$ cat config.mk
export PLATFORM = sky130hd
export DESIGN_NAME = mod_classify_sel
export DESIGN_NICKNAME = d
export VERILOG_FILES = /design/src/rtl/mod_classify_sel.sv
export SDC_FILE = /design/constraint.sdc
export NUM_CORES = 1
export LEC_CHECK = 0
export BUFFER_PORTS_ARGS = -buffer_cell sky130_fd_sc_hd__buf_2
export CAP_MARGIN = 40
export CORE_AREA = 2 2 65 129
export DETAILED_ROUTE_END_ITERATION = 6
export DIE_AREA = 0 0 67 131
export GPL_ROUTABILITY_DRIVEN = 0
export PLACE_DENSITY = 0.69
export SETUP_SLACK_MARGIN = 0.15
export SLEW_MARGIN = 20
export SYNTH_ARGS = -nofsm -noshare
export SYNTH_HDL_FRONTEND = slang
export SYNTH_SLANG_ARGS = --single-unit
$ cat constraint.sdc
create_clock -name sys_clk -period 6.4 [get_ports sys_clk]
set_clock_uncertainty 0.15 [all_clocks]
set_input_delay 1.92 -clock sys_clk [delete_from_list [all_inputs] [get_ports sys_clk]]
set_output_delay 1.92 -clock sys_clk [all_outputs]
set_load 0.02 [all_outputs]
$ cat src/rtl/mod_classify_sel.sv
// Modulation classifier: picks a candidate type from channel measurements, commits it after
// CONFIRM agreeing samples, and routes/scales the matching demod channel to the output.
module mod_classify_sel #(
    parameter int DW       = 10,
    parameter int OW       = 8,
    parameter int FW       = 16,
    parameter int CONFIRM  = 4,
    parameter int DC_TH    = 60,
    parameter int AM_PAPR  = 5,
    parameter int FM_PAPR  = 5,
    parameter int PSK_PAPR = 20,
    parameter int F1       = 1500,
    parameter int F2       = 2500,
    parameter int MA_LO    = 30,
    parameter int MA_HI    = 35
) (
    input  logic          sys_clk,
    input  logic          sys_rst_n,
    input  logic          meas_valid,
    input  logic [7:0]    ask_dc_offset,
    input  logic [7:0]    ask_papr,
    input  logic [9:0]    fsk_papr,
    input  logic [7:0]    ma,
    input  logic [DW-1:0] ask_data,
    input  logic [DW-1:0] fsk_data,
    input  logic [DW-1:0] psk_data,
    input  logic [FW-1:0] ask_freq,
    input  logic [FW-1:0] fsk_freq,
    input  logic [FW-1:0] psk_freq,
    output logic [OW-1:0] demod_data,
    output logic [7:0]    mod_type,
    output logic [FW-1:0] demod_fre,
    output logic          type_chg,
    output logic          locked
);

    localparam logic [2:0] T_NONE = 3'd0;
    localparam logic [2:0] T_AM   = 3'd1;
    localparam logic [2:0] T_ASK  = 3'd2;
    localparam logic [2:0] T_FM   = 3'd3;
    localparam logic [2:0] T_FSK  = 3'd4;
    localparam logic [2:0] T_PSK  = 3'd5;
    localparam logic [2:0] T_CW   = 3'd6;

    localparam logic [3:0]    CONF_W     = 4'(CONFIRM);
    localparam logic [7:0]    DC_TH_W    = 8'(DC_TH);
    localparam logic [7:0]    AM_PAPR_W  = 8'(AM_PAPR);
    localparam logic [9:0]    FM_PAPR_W  = 10'(FM_PAPR);
    localparam logic [9:0]    PSK_PAPR_W = 10'(PSK_PAPR);
    localparam logic [FW-1:0] F1_W       = FW'(F1);
    localparam logic [FW-1:0] F2_W       = FW'(F2);
    localparam logic [7:0]    MA_LO_W    = 8'(MA_LO);
    localparam logic [7:0]    MA_HI_W    = 8'(MA_HI);
    localparam logic [OW-1:0] MIDSCALE   = {1'b1, {(OW-1){1'b0}}};

    typedef enum logic [1:0] {S_SEARCH, S_TRACK, S_CONFIRM} state_t;

    state_t        r_state;
    logic [2:0]    r_pend;
    logic [3:0]    r_cnt;
    logic [2:0]    r_mod_type;
    logic          r_type_chg;
    logic          r_locked;
    logic [OW-1:0] r_demod_data;
    logic [FW-1:0] r_demod_fre;

    logic [2:0]    w_cand;
    logic [3:0]    w_cnt_nxt;
    logic          w_commit;

    // Candidate decision tree, evaluated every cycle but only consumed on meas_valid.
    always_comb begin
        w_cand = T_CW;
        if (ask_dc_offset < DC_TH_W)
            w_cand = (ask_papr > AM_PAPR_W) ? T_AM : T_ASK;
        else if (fsk_papr >= PSK_PAPR_W)
            w_cand = T_PSK;
        else if (fsk_papr >= FM_PAPR_W)
            w_cand = T_FM;
        else if (fsk_papr != 10'd0)
            w_cand = T_FSK;
    end

    always_comb begin
        w_cnt_nxt = 4'd1;
        if (w_cand == r_pend)
            w_cnt_nxt = (r_cnt >= CONF_W) ? CONF_W : r_cnt + 4'd1;
    end

    assign w_commit = (w_cnt_nxt == CONF_W);

    always_ff @(posedge sys_clk) begin
        if (!sys_rst_n) begin
            r_state    <= S_SEARCH;
            r_pend     <= T_NONE;
            r_cnt      <= 4'd0;
            r_mod_type <= T_NONE;
            r_type_chg <= 1'b0;
            r_locked   <= 1'b0;
        end else begin
            r_type_chg <= 1'b0;
            if (meas_valid) begin
                case (r_state)
                    S_SEARCH: begin
                        r_pend <= w_cand;
                        r_cnt  <= w_cnt_nxt;
                        if (w_commit) begin
                            r_state    <= S_TRACK;
                            r_mod_type <= w_cand;
                            r_locked   <= 1'b1;
                            r_type_chg <= 1'b1;
                        end
                    end
                    default: begin
                        // A sample matching the committed type re-arms the run at full count.
                        if (w_cand == r_mod_type) begin
                            r_state <= S_TRACK;
                            r_pend  <= r_mod_type;
                            r_cnt   <= CONF_W;
                        end else begin
                            r_pend <= w_cand;
                            r_cnt  <= w_cnt_nxt;
                            if (w_commit) begin
                                r_state    <= S_TRACK;
                                r_mod_type <= w_cand;
                                r_type_chg <= 1'b1;
                            end else begin
                                r_state <= S_CONFIRM;
                            end
                        end
                    end
                endcase
            end
        end
    end

    logic [OW-1:0] w_tr_ask, w_tr_fsk, w_tr_psk;
    logic          w_am_win;
    logic [OW-1:0] w_am;
    logic [OW-1:0] w_fm_s;
    logic [OW+1:0] w_fm_wide, w_fm_sh;
    logic [2:0]    w_fm_top;
    logic [OW-1:0] w_fm_r;
    logic [OW-1:0] w_fm;
    logic [OW-1:0] w_data_nxt;
    logic [FW-1:0] w_fre_nxt;

    assign w_tr_ask = ask_data[DW-1 -: OW];
    assign w_tr_fsk = fsk_data[DW-1 -: OW];
    assign w_tr_psk = psk_data[DW-1 -: OW];

    assign w_am_win = (ma >= MA_LO_W) && (ma <= MA_HI_W);
    assign w_am     = !w_am_win ? w_tr_ask :
                      (w_tr_ask[OW-1] ? {OW{1'b1}} : {w_tr_ask[OW-2:0], 1'b0});

    // FM: offset binary -> two's complement, widen by 2 bits, shift, clamp, back to offset binary.
    assign w_fm_s    = {~w_tr_fsk[OW-1], w_tr_fsk[OW-2:0]};
    assign w_fm_wide = {{2{w_fm_s[OW-1]}}, w_fm_s};

    always_comb begin
        w_fm_sh = w_fm_wide;
        if (fsk_freq <= F1_W)
            w_fm_sh = w_fm_wide << 2;
        else if (fsk_freq <= F2_W)
            w_fm_sh = w_fm_wide << 1;
    end

    assign w_fm_top = w_fm_sh[OW+1:OW-1];

    always_comb begin
        w_fm_r = w_fm_sh[OW-1:0];
        if (w_fm_top != 3'b000 && w_fm_top != 3'b111)
            w_fm_r = w_fm_sh[OW+1] ? {1'b1, {(OW-1){1'b0}}} : {1'b0, {(OW-1){1'b1}}};
    end

    assign w_fm = {~w_fm_r[OW-1], w_fm_r[OW-2:0]};

    always_comb begin
        w_data_nxt = '0;
        w_fre_nxt  = '0;
        case (r_mod_type)
            T_AM:  begin w_data_nxt = w_am;     w_fre_nxt = ask_freq; end
            T_ASK: begin w_data_nxt = w_tr_ask; w_fre_nxt = ask_freq; end
            T_FM:  begin w_data_nxt = w_fm;     w_fre_nxt = fsk_freq; end
            T_FSK: begin w_data_nxt = w_tr_fsk; w_fre_nxt = fsk_freq; end
            T_PSK: begin w_data_nxt = w_tr_psk; w_fre_nxt = psk_freq; end
            T_CW:  begin w_data_nxt = MIDSCALE; w_fre_nxt = '0;       end
            default: ;
        endcase
    end

    always_ff @(posedge sys_clk) begin
        if (!sys_rst_n) begin
            r_demod_data <= '0;
            r_demod_fre  <= '0;
        end else begin
            r_demod_data <= w_data_nxt;
            r_demod_fre  <= w_fre_nxt;
        end
    end

    // Low demod bits fall away in the truncation; fold them so they are visibly consumed.
    logic w_unused;
    assign w_unused = ^{ask_data, fsk_data, psk_data};

    assign demod_data = r_demod_data;
    assign mod_type   = {5'd0, r_mod_type};
    assign demod_fre  = r_demod_fre;
    assign type_chg   = r_type_chg;
    assign locked     = r_locked;

endmodule

==> summary.txt <==
Synth
  – Synth Flop Type: dfxtp_1
  – Yosys cell types: 70
  – Post-synthesis adder-cell area fraction: less than 1%
  – Compound-gate portion of the synthesized area: 30.38%
  – Asr flop ratio synth: 0%
  – XOR/XNOR Fraction of Synth Area: 1.073%
  – Combinational family with the most area after synthesis: compound AO/OA/AOI/OAI gates
  – Synthesized area: around 0.003 mm²
  – Register bit count reported by yosys: 38
  – Mapped Cells: 355
  – Sequential area share after synthesis: about a quarter
  – Post-synth EDFFs: 0
  – Proportion of synthesized area in mux cells: 18.04%
  – Post-synthesis area per instance: 8.540 µm²
  – Yosys warning count: 0
  – Simple-gate share of the synthesized area: 18.57%

Flow run
  – Max_cap viols: 0

STA
  – RSZ-0062 raised after global routing: false
  – Peak Freq: 0.2680 GHz
  – Slew Limit Fails: 0
  – Finish-stage setup viols: 0
  – Final hold violation count: 0
  – Final Cycle Share: a little under 60%
  – Worst-margin pin slew: 0.8139 ns
  – Tmin final: 3.732 ns
  – Slew headroom: 45.32%
  – Worst Hold Slack: around 0.31 ns
  – Post-route setup TNS: 0 ns

Global route
  – First-pass GRT wire length: 12940 µm
  – Pin count of the biggest net entering global routing: 49
  – Initial antenna violation count: 0
  – Overall global routing resource usage: 18.55%
  – Grt total ovfl: 0
  – Vias in the first global route: between 2k and 3k

Placement
  – Dpl cell area: approximately 0.0037 mm²
  – PortBufs: approximately 130
  – Detailed Place HPWL: just over 6000 µm

Detailed routing
  – Top Layer Used: met4
  – WL final: 8132 µm
  – DRT iter0 DRCs: 175
  – Vias/cell: 5.417
  – Routed wire length per instance: 14.24 µm
  – Via count: 3093
  – Drt pass-1 iters: 4
  – Post-route met1 wirelength: ~3500 µm
  – Met3 Routed Length: ~600 µm
  – Met2 wire length: 3943 µm
  – ANT nets after route: 0
  – Residual DRC count: 0

Clock network
  – Clock-pin slew on the worst setup and hold paths: 0.06 ns
  – CTS tree: done
  – Clk Latency, worst-skew pair: 0.28 ns
  – CTS Sinks: 38
  – Num CTS Buffers: 5
  – Root buf cell: clkbuf_16
  – Post_cts resized: 0
  – CTS Hold Bufs: 0
  – Clock buffer depth: 2
  – Postcts setup bufs: 0
  – H-tree level count: 2

Cells and area
  – Fin nets: between 500 and 600
  – N_diodes: 0
  – Fill cell count: 780
  – Layout area overhead: 29.43%
  – Final Cell Area: 0.003924 mm²
  – Layout cells sized above 1: 40.63%

Worst hold path
  – Min-delay worst type: flip-flop to flip-flop
  – Hold depth: 1
  – Worst hold endpoint: locked$_SDFFE_PN0P_
  – Min-Delay Startpoint: locked$_SDFFE_PN0P_

Power
  – Pwr dens: 170.1 mW/mm²
  – Sw Pwr: 0.0001490 W
  – Pleak: roughly 1.7 nW
  – Switching Share: between 20 and 25%
  – Combinational Power Share: 14.1%
  – Clock share of power: 49.9%
  – Max VDD drop: 175.4 µV
  – Seq pwr share: 36.0%
  – Internal: 0.0005184 W

Worst setup path
  – Worst setup path start: fsk_papr[9]
  – Crit path max fanout: 6
  – Critical Path Start Type: input port
  – R2r endpoint: demod_data[6]$_SDFF_PN0_
  – Reg2Reg Depth: 6
  – Data arrival time of the worst path: 3.76 ns
  – CP Class: input port to flip-flop
  – RR Startpoint: r_mod_type[0]$_SDFFE_PN0P_
  – R2R setup slack: 3.82 ns
  – Critical path required time: 6.43 ns
  – Crit path capture type: flip-flop

Floorplanning
  – Die Area: 0.008777 mm²
  – Initial Util: 38.73%
  – DIE HEIGHT: 131 µm
  – I/O Pins: 149
  – Cell Rows: 46
  – Chip width: 67 µm
  – Core area: approximately 0.008 mm²

Run status
  – Status: completed
-- critical path, cell delays in order --
cell and delay, ns:
buf_2 0.10, nor3_1 0.15, and3_1 0.36, a21oi_2 0.15, or3_4 0.40, a211oi_4 0.32, nand2_2 0.13, a41o_1 0.24
-- metrics by stage --
stage                     util [%]  std cells   power, W  worst slack [ns]
after detailed placement     47.59        563  0.0003394             2.369
final                        50.13        571  0.0006674             2.668
after floorplan                  -        359  0.0002934             2.710
after global placement       47.44        562  0.0003379             2.397
after CTS                    50.13        571  0.0006757             2.668
after global routing         50.13        571  0.0006922             2.554
-- synth_stat cells, types with 2 or more instances --
cell / count / share of area, %
a21oi_2: 2 / 0.58
o22ai_1: 2 / 0.41
nand2b_1: 4 / 0.83
a211oi_4: 2 / 1.3
o21a_1: 3 / 0.74
a21oi_1: 27 / 4.5
buf_1: 3 / 0.37
buf_2: 6 / 0.99
nand2_1: 15 / 1.9
a22oi_1: 17 / 4.2
and2_1: 4 / 0.83
nor2_1: 46 / 5.7
o211ai_1: 2 / 0.50
nor3_1: 8 / 1.3
and4b_1: 2 / 0.66
a31oi_1: 2 / 0.41
mux2_2: 17 / 6.3
and3_1: 7 / 1.4
or2_2: 2 / 0.41
mux2i_1: 34 / 11
dfxtp_1: 38 / 25
o22a_1: 16 / 4.6
nor2b_1: 2 / 0.41
o31ai_1: 2 / 0.50
nand3_1: 2 / 0.33
o21ai_0: 5 / 0.83
a41o_1: 3 / 0.99
a221oi_1: 6 / 1.7
buf_4: 6 / 1.5
clkbuf_1: 14 / 1.7
inv_1: 11 / 1.4
o21ai_1: 6 / 0.99
and2_4: 2 / 0.58
-- cell families (layout without fill, tap and decap cells) --
kind of cell / after synthesis / in the layout
flip-flops: 38 / 38
adder cells (fa/ha/maj): 1 / 1
multiplexers: 52 / 52
buffers and inverters: 41 / 157
AO/OA/AOI/OAI: 113 / 113
AND/OR/NAND/NOR: 107 / 107
XOR/XNOR: 2 / 2
other: 1 / 5
-- sequential cells by signal (all words and copies together) (netlist names) --
register    cells
r_state         2
r_cnt           4
r_mod_type      3
demod_data      8
r_pend          3
locked          1
type_chg        1
demod_fre      16
-- placed cells by master, fill, tap and decap left out, types with 3 or more instances in the layout --
cell and count:
o22a_1 16, o21ai_1 6, buf_4 4, o21ai_0 5, dfxtp_1 37, nor2_1 46
o21a_1 3, a21oi_1 27, clkbuf_16 5, nand2_1 15, mux2_2 17, a22oi_1 17
inv_1 11, nand2b_1 4, and3_1 7, buf_2 133, a41o_1 3, nor3_1 8
a221oi_1 6, mux2i_1 34, conb_1 5, and2_1 4
-- cell type report --
type | instances | area [µm²] | area share, %
Clock buffer | 6 | 138.9 | 3.540
Clock inverter | 2 | 60.06 | 1.531
Inverter | 11 | 41.29 | 1.052
Multi-Input combinational cell | 280 | 2095 | 53.38
Sequential cell | 38 | 762.0 | 19.42
Tap cell | 96 | 120.1 | 3.061
Timing Repair Buffer | 138 | 706.9 | 18.02
-- power by group through the flow --
| stage | logic, W | registers (W) | clock network [W] |
|---|---|---|---|
| floorplan | 0.0000484 | 0.000245 | 0 |
| global placement | 0.0000926 | 0.000245 | 0 |
| detailed placement | 0.0000940 | 0.000245 | 0 |
| CTS | 0.0000944 | 0.000240 | 0.000341 |
| global route | 0.000104 | 0.000240 | 0.000347 |
| finish | 0.0000943 | 0.000240 | 0.000333 |
-- how the worst max path moves through the flow --
| stage | to | slack (ns) | cells past startpoint |
|---|---|---|---|
| finish | r_cnt[1]$_SDFFE_PN0P_ | 2.67 | 8 |
| global route | r_cnt[1]$_SDFFE_PN0P_ | 2.55 | 8 |
| CTS | r_cnt[1]$_SDFFE_PN0P_ | 2.67 | 8 |
| detailed placement | r_cnt[1]$_SDFFE_PN0P_ | 2.37 | 8 |
| global placement | r_cnt[1]$_SDFFE_PN0P_ | 2.40 | 8 |
| floorplan | demod_data[1]$_SDFF_PN0_ | 2.71 | 7 |
-- per-layer routing --
metal,global-route usage (%),vias to the layer above
li1,-,1554
met1,22.64,1431
met2,31.86,100
met3,4.452,8
met4,5.162,0
met5,0,-
No activity file was read; power rests on OpenSTA's default activity.
